<file path="config.mk">
export PLATFORM = sky130hd
export DESIGN_NAME = key_sweep_evaluator
export DESIGN_NICKNAME = d
export VERILOG_FILES = /design/src/rtl/key_sweep_evaluator.sv
export SDC_FILE = /design/constraint.sdc
export NUM_CORES = 1
export LEC_CHECK = 0
export ABC_AREA = 1
export BUFFER_PORTS_ARGS = -buffer_cell sky130_fd_sc_hd__buf_2
export CAP_MARGIN = 20
export CORE_MARGIN = 2
export CORE_UTILIZATION = 45
export DETAILED_ROUTE_END_ITERATION = 7
export PLACE_DENSITY = 0.79
export SLEW_MARGIN = 20
export SYNTH_ARGS = -nofsm -noshare
export SYNTH_HDL_FRONTEND = slang
export SYNTH_SLANG_ARGS = --single-unit
</file>
<file path="constraint.sdc">
create_clock -name clk -period 1.64 [get_ports clk]
set_input_delay 0.164 -clock clk [delete_from_list [all_inputs] [get_ports clk]]
set_output_delay 0.164 -clock clk [all_outputs]
set_load 0.01 [all_outputs]
</file>
<file path="src/rtl/key_sweep_evaluator.sv">
// Sweeps every input pattern through a locked netlist and its oracle using one
// candidate key, counting patterns where the two responses disagree.
module key_sweep_evaluator #(
    parameter int W      = 8,
    parameter int SETTLE = 1
) (
    input  logic         clk,
    input  logic         rst_n,
    input  logic         start,
    input  logic [W-1:0] key,
    input  logic         locked_out,
    input  logic         golden_out,
    output logic [W-1:0] stim_inputs,
    output logic [W-1:0] stim_key,
    output logic         busy,
    output logic         done,
    output logic [W:0]   err_count,
    output logic         first_err_valid,
    output logic [W-1:0] first_err_pat,
    output logic         key_correct
);

    localparam int CW = (SETTLE > 1) ? $clog2(SETTLE) : 1;
    localparam logic [W-1:0] LAST_PAT = {W{1'b1}};

    typedef enum logic [1:0] {IDLE, DRIVE, SAMPLE, DONE} state_t;

    state_t        state;
    logic [CW-1:0] settle_cnt;
    logic          mism;
    logic [W:0]    err_next;

    assign mism     = locked_out ^ golden_out;
    // Next count is used on the final sample so key_correct lines up with done.
    assign err_next = err_count + {{W{1'b0}}, mism};

    always_ff @(posedge clk) begin
        if (!rst_n) begin
            state           <= IDLE;
            settle_cnt      <= '0;
            stim_inputs     <= '0;
            stim_key        <= '0;
            busy            <= 1'b0;
            done            <= 1'b0;
            err_count       <= '0;
            first_err_valid <= 1'b0;
            first_err_pat   <= '0;
            key_correct     <= 1'b0;
        end else begin
            done <= 1'b0;
            case (state)
                IDLE: begin
                    if (start) begin
                        stim_key        <= key;
                        stim_inputs     <= '0;
                        err_count       <= '0;
                        first_err_valid <= 1'b0;
                        first_err_pat   <= '0;
                        key_correct     <= 1'b0;
                        settle_cnt      <= '0;
                        busy            <= 1'b1;
                        state           <= DRIVE;
                    end
                end
                DRIVE: begin
                    if (settle_cnt == CW'(SETTLE - 1)) begin
                        settle_cnt <= '0;
                        state      <= SAMPLE;
                    end else begin
                        settle_cnt <= settle_cnt + CW'(1);
                    end
                end
                SAMPLE: begin
                    err_count <= err_next;
                    if (mism && !first_err_valid) begin
                        first_err_valid <= 1'b1;
                        first_err_pat   <= stim_inputs;
                    end
                    if (stim_inputs == LAST_PAT) begin
                        busy        <= 1'b0;
                        done        <= 1'b1;
                        key_correct <= (err_next == '0);
                        state       <= DONE;
                    end else begin
                        stim_inputs <= stim_inputs + W'(1);
                        state       <= DRIVE;
                    end
                end
                DONE: state <= IDLE;
                default: state <= IDLE;
            endcase
        end
    end

endmodule

</file>
# --- After elaboration in Yosys (flattened, before gate mapping) ---
# Index checks and enable logic that the tools add are counted.
# W data, S select, Z words.
totals:
  ff_bits: 40
op_classes:
  add_sub_neg: 3
  n_eq_ne: 9
  muxes: 22
  bitwise_logic: 1
  reduce_logical: 14
ops:
  columns: ["operator", "n"]
  rows:
  - ["$pmux W8 S2", 2]
  - ["$mux W8", 3]
  - ["$pmux W9 S2", 1]
  - ["$ne A2 B2 Y1 const B", 5]
  - ["$reduce_and A2 Y1", 5]
  - ["$add A9 B1 Y9", 1]
  - ["$logic_not A9 Y1", 1]
  - ["$mux W9", 1]
  - ["$reduce_and A3 Y1", 3]
  - ["$add A8 B1 Y8 const B", 1]
  - ["$eq A8 B8 Y1 const B", 1]
  - ["$pmux W1 S2", 4]
  - ["$pmux W2 S4", 1]
  - ["$mux W1", 7]
  - ["$mux W2", 3]
  - ["$eq A2 B2 Y1 const B", 2]
  - ["$reduce_bool A2 Y1", 2]
  - ["$eq A2 B1 Y1 const B", 1]
  - ["$logic_not A2 Y1", 1]
  - ["$add A1 B1 Y1 const B", 1]
  - ["$logic_and A1 B1 Y1", 1]
  - ["$logic_not A1 Y1", 1]
  - ["$xor A1 B1 Y1", 1]

# --- Logic depth before layout (Yosys ltp) ---
# Gate-level depths: netlist of run 1.
depth:
  ltp_word: 5
  mapped_depth: 12
  mapped_depth_nobuf: 12

# --- Worst setup path before layout of run 1 ---
# Ideal clock, no wire load.
synth_timing:
  kind: "reg-to-reg"
  start: "register err_count[0]"
  end: "register key_correct"
  setup_time_ns: 0.131
  arrival_ns: 1.346
  required_ns: 1.509
  slack_ns: 0.163
  path_stages_with_launch: 9
  cell_sequence: "dfxtp_1 ha_1 ha_1 nand3_1 nor2_1 xor2_1 nor2_1 nand3_1 a21oi_2"
synth_via:
  elab_chain_len: 4
synth_lines:
  columns: ["element", "line", "rtl"]
  rows:
  - ["from (decl)", "17", "output logic [W:0] err_count,"]
  - ["from (signal assigned)", "74", "err_count <= err_next;"]
  - ["$add A9 B1 Y9", "35", "assign err_next = err_count + {{W{1'b0}}, mism};"]
  - ["$logic_not A9 Y1", "82", "key_correct <= (err_next == '0);"]
  - ["$mux W1", "79", "if (stim_inputs == LAST_PAT) begin"]
  - ["$pmux W1 S2", "51", "case (state)"]
  - ["to (signal assigned)", "82", null]
  - ["to (decl)", "20", "output logic key_correct"]
# No other way between the ends. The select of a mux whose other input is x is not followed.
# A chain may end at the register's enable or synchronous reset.

# --- Final worst setup path of run 1 ---
# Ends and elaborated chain as after synthesis.

==> run metrics, run 1 <==
Leak approximately 1.0 nW; critical path arrival about 1.7 ns; Setup Skew ~0.0024 ns; Syn Area/Cell around 7.4 µm²; die area approximately 4600 µm²; Antenna Nets Post-Route 0; GRT overflow 0; Yosys Warn Count 0; sequential element share of the synthesized area 0.4225; fraction of layout cells with a size suffix above 1 0.2987; met3 usage 0.05263; VDD IR max between 0.6 and 0.7 mV; Overall Global Routing Usage 0.1873; Least-Margin Pin Slew 0.4765 ns; Tmin final ~1.5 ns; pin count of the biggest net entering global routing 26; clock-pin slew on the worst setup and hold paths 0.07 ns; synthesis-stage register bit count 39; H-tree depth 2; Cell Rows 23; Top Usage Layer GRT met2; Final Worst Setup Slack just over 0.1 ns; CP max FO 4; WP data required roughly 1.8 ns; critical path class flip-flop to flip-flop; CTS tree done; status finished clean; DP HPWL 3.006 mm; Die Y approximately 68 µm; initial antenna violation count 0; Port Buffers between 40 and 50; pwr dens roughly 830 nW/µm²; CTS Root Cell clkbuf_8; setup TNS after final layout 0 ns; first-pass GRT wire length 6.603 mm; Worst setup SP type flip-flop; largest family of logic cells by synthesized area simple AND/OR/NAND/NOR gates; Die X 68.09 µm; Setup crit end kind flip-flop; Slew Limit Fails 0; pre-CTS setup slack -0.09112 ns; Vias/cell ~5.0; clk sink count 39; CTS Buffer Depth 2; drt first pass iters 4; Final Cycle Share 0.9376; routed wire length approximately 4 mm; RSZ-0062 raised after global routing no; total power approximately 1.9 mW; Layout Cells excl Fill ~360; Final Hold Viols 0; area grow syn2layout 22.95%; Post-route DRC 0; Synth Area in Adders 0.02031; placed inst area approximately 2200 µm²; Simple-Gate Fraction of Synth Area 0.3494; effective utilization at floorplan 0.4653; n_diodes 0; Synth Area in XOR/XNOR 0.01422; Compound-Gate Fraction of Synth Area 0.1205; latest clock arrival within the worst-skew pair roughly 0.28 ns; Top Ports 50; Post-CTS Resized 0; mapped cell area between 1500 and 2000 µm²; final setup vio count 0; post-synthesis cell type count 29; vias in the first global route 1559; routed len/inst between 10 and 15 µm; post-synthesis mux area share 0; Rel. slew slack 0.6819; Post-Syn Nets ~270; RD Place Congestion roughly 0.75; clock buffers created by TritonCTS 5; vias between 1500 and 2000; # Post-CTS Setup Buffers 0; GR Util met1 0.2426; post-route cell area 2272 µm²; Nets around 320; GR met2 Demand/Resource 0.3022; hold buffer count at cts 0; Iter 0 DRT Violations roughly 70; Cells after DPL 350; Post-Syn Instances 250; fmax 650.4 MHz; worst hold path class input port to flip-flop; total core area 3971 µm²; Max-Cap Viols 0
-- stage by stage --
step / hold slack, ns / util
6_report: 0.09933 / 0.5721
3_3_place_gp: 0.3858 / 0.5447
2_1_floorplan: 0.2989 / -
3_5_place_dp: 0.3905 / 0.5447
4_1_cts: 0.08691 / 0.5699
5_1_grt: 0.09531 / 0.5721
-- power breakdown --
group | switching, mW | internal (mW)
Combinational | 0.130 | 0.0713
Clock | 0.303 | 0.383
Sequential | 0.0175 | 0.976
-- Yosys cell counts --
| cell | count | area share |
|---|---|---|
| nor2_1 | 33 | 0.067 |
| o21ai_0 | 12 | 0.032 |
| nor2_4 | 5 | 0.030 |
| nand2_2 | 3 | 0.010 |
| nand4_1 | 2 | 0.0068 |
| buf_6 | 2 | 0.012 |
| inv_1 | 23 | 0.047 |
| a21oi_2 | 3 | 0.014 |
| nand3_1 | 15 | 0.041 |
| nand2_1 | 60 | 0.12 |
| nor3b_2 | 1 | 0.0068 |
| or2_2 | 1 | 0.0034 |
| nand3b_1 | 1 | 0.0041 |
| nand2_4 | 3 | 0.018 |
| inv_2 | 4 | 0.0081 |
| nor2_2 | 1 | 0.0034 |
| nand3_2 | 3 | 0.016 |
| a22oi_1 | 1 | 0.0041 |
| buf_1 | 2 | 0.0041 |
| dfxtp_1 | 39 | 0.42 |
| a31oi_1 | 1 | 0.0034 |
| nand3_4 | 1 | 0.0095 |
| clkinv_1 | 1 | 0.0020 |
| xor2_1 | 3 | 0.014 |
| ha_1 | 3 | 0.020 |
| o21ai_1 | 2 | 0.0054 |
| a21oi_1 | 20 | 0.054 |
| nor3_1 | 4 | 0.011 |
| a211oi_2 | 1 | 0.0068 |
-- worst paths after layout --
kind                                           startpoint                        to  slack, ns  cells after the start
worst min register to register          busy$_SDFFE_PN0P_         busy$_SDFFE_PN0P_       0.46                      2
worst max-delay path            err_count[0]$_SDFFE_PN0P_  key_correct$_SDFFE_PN0P_       0.10                      8
worst max register to register  err_count[0]$_SDFFE_PN0P_  key_correct$_SDFFE_PN0P_       0.10                      8
worst min-delay path                               key[1]  stim_key[1]$_SDFFE_PN0P_        0.1                      3
-- flip-flops by register name, summed over array words and instances (netlist names) --
name,count
err_count,9
first_err_pat,8
stim_inputs,8
stim_key,8
state,2
busy,1
done,1
first_err_valid,1
key_correct,1
-- cell usage in the layout, fill, tap and decap left out --
cell	instances
nand3b_1	1
clkinv_1	1
nand2_4	3
nor2_1	32
nor3_1	4
nand3_2	3
nor3b_2	1
or2_2	1
o21ai_0	12
nand4_1	2
nand2_1	60
a211oi_2	1
xor2_1	3
ha_2	1
a22oi_1	1
dfxtp_2	3
a21oi_2	3
inv_1	23
nand3_4	1
a21oi_1	20
clkbuf_8	7
nor2_4	5
clkbuf_1	1
o21ai_1	2
nand2_2	3
nor2_2	2
ha_1	2
buf_2	49
a31oi_1	1
buf_4	5
inv_2	4
nand3_1	15
dfxtp_1	36
-- metal layers --
layer,share of wire,routed length [µm]
met5,0,0
met4,0.011,46
met1,0.46,1839
met2,0.46,1852
met3,0.067,269
-- critical path, stage by stage (launching register included) --
cell and delay [ns]:
dfxtp_2 0.34, ha_1 0.17, ha_2 0.21, nand3_1 0.13, nor2_2 0.15, xor2_1 0.19
nor2_1 0.07, nand3_1 0.09, a21oi_2 0.06
-- cell families (layout without fill, tap and decap cells) --
group,after synthesis,in the layout
XOR/XNOR,3,3
AO/OA/AOI/OAI,40,40
adder cells (fa/ha/maj),3,3
flip-flops,39,39
buffers and inverters,32,90
AND/OR/NAND/NOR,133,133
-- final cells by class --
type | count | area (µm²)
sequential | 39 | 784.5
timing repair buffer | 54 | 282.8
tap | 50 | 62.56
fill | 398 | 1699
clock buffer | 8 | 100.1
inverter | 28 | 105.1
multi-input combinational | 179 | 937.1
(Power assumes the default switching activity.)
==> run 2, diff against run 1 <==
--- a/config.mk
+++ b/config.mk
@@ -11,8 +11,7 @@
 export CORE_MARGIN = 2
 export CORE_UTILIZATION = 45
 export DETAILED_ROUTE_END_ITERATION = 7
-export PLACE_DENSITY = 0.79
-export SLEW_MARGIN = 20
+export PLACE_DENSITY = 0.82
 export SYNTH_ARGS = -nofsm -noshare
 export SYNTH_HDL_FRONTEND = slang
 export SYNTH_SLANG_ARGS = --single-unit
==> constraint.sdc (replaced) <==
create_clock -name clk -period 1.3 [get_ports clk]
set_input_delay 0.13 -clock clk [delete_from_list [all_inputs] [get_ports clk]]
set_output_delay 0.13 -clock clk [all_outputs]
set_load 0.01 [all_outputs]
==> run 2 against run 1 <==
The run now ends with setup timing left. Final area up 13%. Sequential power rose by 26%. Wire length up 13%. Global-route usage increased by 0.58 points. Combinational power grew 71%. Total power is 29% higher. Sequential share of layout area fell by 3.7 points. Clock power up 22%. Count of clock-buffer cells in the layout down 1. Final cell count up 6.4%. Largest power group unchanged.
==> run metrics, run 2 (synthesis gave the netlist of run 1 again) <==
critical path class flip-flop to flip-flop; Leak 1.143 nW; routed wire length between 4 and 5 mm; vias in the first global route between 1500 and 2000; final setup vio count 3; commonest non-fill, non-tap cell in the layout nand2_1; FF-to-FF Start err_count[0]$_SDFFE_PN0P_; Crit path largest cell delay between 0.3 and 0.4 ns; latest clock arrival within the worst-skew pair 0.29 ns; most frequent cells in the layout nand2_1 (57), buf_2 (49), dfxtp_1 (33); CTS Buffer Depth 2; fmax 699.6 MHz; Antenna Nets Post-Route 0; Worst Min Path Start key[2]; Post-route DRC 0; fraction of layout cells with a size suffix above 1 0.3988; WP data required roughly 1.5 ns; hold buffer count at cts 0; Overall Global Routing Usage 0.1930; Port Buffers 49; Worst setup SP type flip-flop; pwr dens about 950 nW/µm²; clock-pin slew on the worst setup and hold paths ~0.07 ns; CP max FO 4; failing checks setup timing; Die Y a little under 70 µm; pre-CTS setup slack -0.2790 ns; Fill cells around 340; status complete, but fails checks; Die X 68.09 µm; drt first pass iters 4; VDD IR max about 0.66 mV; Slew Limit Fails 0; Top Ports 50; RSZ-0062 raised after global routing yes; Final Cycle Share 1.100; slowest CP cell dfxtp_4; critical path arrival 1.66 ns; Max-Cap Viols 0; Vias/cell roughly 4.8; total core area around 4000 µm²; Nets ~350; pin count of the biggest net entering global routing 22; CTS Root Cell clkbuf_8; Final Hold Viols 0; GRT overflow 0; hold endpoint stim_key[2]$_SDFFE_PN0P_; H-tree depth 2; largest reg by FF count err_count; Largest register FFs 9; Setup crit end kind flip-flop; cell count of the worst reg-to-reg path 11; r2r endpoint key_correct$_SDFFE_PN0P_; n_diodes 0; clk sink count 39; Final Worst Setup Slack -0.1295 ns; Least-Margin Pin Slew around 0.26 ns; initial antenna violation count 0; clock buffers created by TritonCTS 5; Rel. slew slack 0.8235; WP buf/inv 1; effective utilization at floorplan 0.4653; area grow syn2layout 38.73%; first-pass GRT wire length 6.672 mm; CTS tree done; Core Util, Final 0.6456; R2R setup slack -0.13 ns; Setup Skew between 0.003 and 0.004 ns; routed len/inst approximately 12 µm; RD Place Congestion between 0.7 and 0.8; vias 1842; DP HPWL around 3.3 mm; Layout Cells excl Fill 381; Cell Rows 23; Top Family by Delay on Critical Path simple AND/OR/NAND/NOR gates; die area around 4600 µm²; Iter 0 DRT Violations 89; worst hold path class input port to flip-flop; Cells after DPL between 300 and 400; crit-path cells ha_4 -> ha_4 -> inv_1 -> nand2_2 -> nand2_1 -> nand3_1 -> nor2_1 -> nand2_1 -> nor2_2 -> nand3_1 -> a21oi_2; hold-critical path depth 3; Tmin final between 1 and 1.5 ns
[run 2: cell count changes in the layout (fill, tap and decap cells not counted), moves of 3 or more]
cell	before	now
o21ai_0	12	9
nor3_1	4	1
buf_4	5	25
inv_1	23	20
nand2_1	60	57
dfxtp_1	36	33
nand2_2	3	6
ha_4	0	3
[run 2: metal layers]
metal  vias up  GRT usage  wire length [µm]
met2        36     0.3362              2265
met5         -          0                 0
met4         0    0.07250                56
li1        956          -                 -
met3         6    0.05099               168
met1       844     0.2256              2027
[run 2: layout make-up]
| class | instances | area, µm² | area share |
|---|---|---|---|
| Clock inverter | 1 | 5.005 | 0.001952 |
| Timing Repair Buffer | 77 | 475.5 | 0.1855 |
| Multi-Input combinational cell | 179 | 1033 | 0.4031 |
| Tap cell | 50 | 62.56 | 0.02440 |
| Sequential cell | 39 | 790.8 | 0.3084 |
| Clock buffer | 7 | 86.33 | 0.03367 |
| Inverter | 28 | 110.1 | 0.04295 |
[run 2: power breakdown]
group | internal, mW | leakage, nW | switching, mW
clock network | 0.428 | 0.0482 | 0.412
logic | 0.146 | 0.775 | 0.199
registers | 1.23 | 0.320 | 0.0207
total | 1.80 | 1.14 | 0.631
[run 2: how the worst max path moves through the flow]
stage                              startpoint                        to  slack [ns]  cells past startpoint
floorplan           err_count[0]$_SDFFE_PN0P_  key_correct$_SDFFE_PN0P_       -0.03                      8
global placement                   golden_out  key_correct$_SDFFE_PN0P_       -0.18                     12
detailed placement                 golden_out  key_correct$_SDFFE_PN0P_       -0.28                     12
CTS                 err_count[0]$_SDFFE_PN0P_  key_correct$_SDFFE_PN0P_       -0.12                     11
global route        err_count[0]$_SDFFE_PN0P_  key_correct$_SDFFE_PN0P_       -0.23                     11
finish              err_count[0]$_SDFFE_PN0P_  key_correct$_SDFFE_PN0P_       -0.13                     11
[run 2: worst reg2reg max path, stage by stage, from the launching register on]
cell and delay, ns:
dfxtp_4 0.36, ha_4 0.17, ha_4 0.16, inv_1 0.06, nand2_2 0.06, nand2_1 0.06, nand3_1 0.06, nor2_1 0.09
nand2_1 0.07, nor2_2 0.07, nand3_1 0.09, a21oi_2 0.12
[run 2: through the flow]
stage / TNS [ns] / total power [mW] / instance area [µm²] / hold WS, ns
global route: -0.4990 / 2.537 / 2564 / 0.05910
CTS: -0.2038 / 2.425 / 2486 / 0.05252
floorplan: -0.02636 / 1.448 / 1894 / 0.2643
finish: -0.1642 / 2.436 / 2564 / 0.05805
detailed placement: -0.9774 / 1.592 / 2380 / 0.3632
global placement: -0.4910 / 1.584 / 2380 / 0.3506
[run 2: repair_timing]
action	in CTS	in global routing
pin swaps	1	4
setup endpoints to repair	13	26
resized for setup	2	23
buffers inserted	1	1
==> run 3, diff against run 2 <==
--- a/config.mk
+++ b/config.mk
@@ -8,10 +8,12 @@
 export ABC_AREA = 1
 export BUFFER_PORTS_ARGS = -buffer_cell sky130_fd_sc_hd__buf_2
 export CAP_MARGIN = 20
+export CELL_PAD_IN_SITES_DETAIL_PLACEMENT = 0
+export CELL_PAD_IN_SITES_GLOBAL_PLACEMENT = 1
 export CORE_MARGIN = 2
-export CORE_UTILIZATION = 45
+export CORE_UTILIZATION = 33
 export DETAILED_ROUTE_END_ITERATION = 7
-export PLACE_DENSITY = 0.82
+export PLACE_DENSITY = 0.84
 export SYNTH_ARGS = -nofsm -noshare
 export SYNTH_HDL_FRONTEND = slang
 export SYNTH_SLANG_ARGS = --single-unit
==> run 3 against run 2 <==
The flow still finishes with violations (setup timing). Final area grew 2.0%. First-iteration DRC count down 56%. Utilization down 17 points. Critical path depth decreased by 1. Maximum frequency increased by 1.5%. Register-to-register slack better by 0.02 ns. Wire length increased by 3.6%. Die area up 34%. Largest cell class unchanged.
==> run metrics, run 3 (synthesis gave the netlist of run 1 again) <==
CTS Root Cell clkbuf_8; Leak 1.171 nW; Iter 0 DRT Violations 39; critical path arrival 1.64 ns; most frequent cells in the layout nand2_1 (59), buf_2 (49), dfxtp_1 (33); clk sink count 39; die area ~6200 µm²; hold_ws roughly 0.045 ns; routed len/inst about 11 µm; sequential standard cell area roughly 790 µm²; hold-critical path depth 3; Max-Cap Viols 0; multi-input logic area roughly 1000 µm²; final setup vio count 3; hold buffer count at cts 0; status complete, but fails checks; fraction of layout cells with a size suffix above 1 0.3958; Antenna Nets Post-Route 0; Setup crit end kind flip-flop; Setup Skew about 0.0025 ns; Layout Cells excl Fill around 410; Slew Limit Fails 0; Least-Margin Pin Slew 0.3373 ns; Die X between 70 and 80 µm; Final Hold Viols 0; Cell Rows 27; pin count of the biggest net entering global routing 16; WP data required between 1.5 and 2 ns; GRT overflow 0; RSZ-0062 raised after global routing yes; Fill cells between 500 and 600; critical path class flip-flop to flip-flop; Top Ports 50; Post-route DRC 0; Final Worst Setup Slack -0.1085 ns; CTS Buffer Depth 2; largest reg by FF count err_count; Worst Min Path Start key[2]; worst hold path class input port to flip-flop; Rel. slew slack 0.7746; Core Util, Final 0.4778; Overall Global Routing Usage 0.1574; Nets around 350; Final Cycle Share 1.083; RD Place Congestion 0.8233; vias in the first global route 1788; initial antenna violation count 0; hold endpoint stim_key[2]$_SDFFE_PN0P_; Tmin final roughly 1.4 ns; total core area about 5500 µm²; Die Y a little under 80 µm; cell count of the worst reg-to-reg path 10; routed wire length 4.680 mm; Port Buffers 49; FF-to-FF Start err_count[0]$_SDFFE_PN0P_; setup TNS after final layout -0.2012 ns; r2r endpoint key_correct$_SDFFE_PN0P_; DP HPWL 3.443 mm; vias ~1800; Vias/cell between 4 and 5; commonest non-fill, non-tap cell in the layout nand2_1; drt first pass iters 4; Worst setup SP type flip-flop; pre-CTS setup slack -0.2140 ns; area grow syn2layout 41.50%; VDD IR max approximately 0.42 mV; clock-pin slew on the worst setup and hold paths 0.08 ns; CP max FO 4; effective utilization at floorplan 0.3377; R2R setup slack -0.11 ns; Cells after DPL 399; latest clock arrival within the worst-skew pair approximately 0.29 ns; clock buffers created by TritonCTS 5; H-tree depth 2; n_diodes 0; fmax approximately 700 MHz; first-pass GRT wire length 7.803 mm; Largest register FFs 9; pwr dens roughly 950 nW/µm²; CTS tree done; failing checks setup timing
run 3: cell count changes in the layout (fill, tap and decap cells not counted), sizes merged:
cell    before  now
buf         77   82
clkbuf       7    8
clkinv       2    1
run 3: timing repair:
| item | CTS | global route |
|---|---|---|
| setup endpoints to repair | 3 | 26 |
| setup buffers | 0 | 1 |
| pin swaps | 1 | 5 |
| resized for setup | 2 | 16 |
| gates cloned | 0 | 0 |
run 3: worst max path at each step:
stage,from,to,slack (ns)
3_3_place_gp,golden_out,key_correct$_SDFFE_PN0P_,-0.18
4_1_cts,err_count[0]$_SDFFE_PN0P_,key_correct$_SDFFE_PN0P_,-0.10
3_5_place_dp,golden_out,key_correct$_SDFFE_PN0P_,-0.21
6_report,err_count[0]$_SDFFE_PN0P_,key_correct$_SDFFE_PN0P_,-0.11
2_1_floorplan,err_count[0]$_SDFFE_PN0P_,key_correct$_SDFFE_PN0P_,-0.03
5_1_grt,err_count[0]$_SDFFE_PN0P_,key_correct$_SDFFE_PN0P_,-0.22
run 3: per-stage QoR:
step,power (mW),area [µm²]
after floorplan,1.448,1894
after global placement,1.589,2452
after detailed placement,1.591,2452
after CTS,2.502,2557
after global routing,2.608,2615
final,2.495,2615
run 3: critical path: stages, from the launching register on:
cell	delay (ns)
dfxtp_4	0.36
ha_4	0.14
ha_4	0.14
nand3_2	0.12
nand2_1	0.08
nand2_1	0.07
nor2_1	0.10
nand2_1	0.07
nor2_2	0.07
nand3_1	0.09
a21oi_2	0.11
run 3: report_power, final:
part / leakage, nW / internal, mW / switching, mW
combinational: 0.800 / 0.140 / 0.193
sequential: 0.320 / 1.23 / 0.0201
clock: 0.0515 / 0.485 / 0.428
total: 1.17 / 1.85 / 0.641
run 3: area by class of cell:
| type | instances | share of cell area |
|---|---|---|
| repair buffers | 82 | 0.1947 |
| well taps | 72 | 0.03445 |
| flip-flops and latches | 39 | 0.3024 |
| inverters | 28 | 0.04115 |
| multi-input cells | 179 | 0.3890 |
| clock buffers | 8 | 0.03828 |
run 3: routing by layer:
| metal | routed length [µm] | share of wire | vias to the layer above | GRT usage |
|---|---|---|---|---|
| met5 | 0 | 0 | - | 0 |
| met4 | 53 | 0.011 | 0 | 0.05345 |
| met3 | 239 | 0.051 | 7 | 0.04205 |
| met2 | 2152 | 0.46 | 46 | 0.2615 |
| li1 | - | - | 971 | - |
| met1 | 2234 | 0.48 | 797 | 0.1979 |
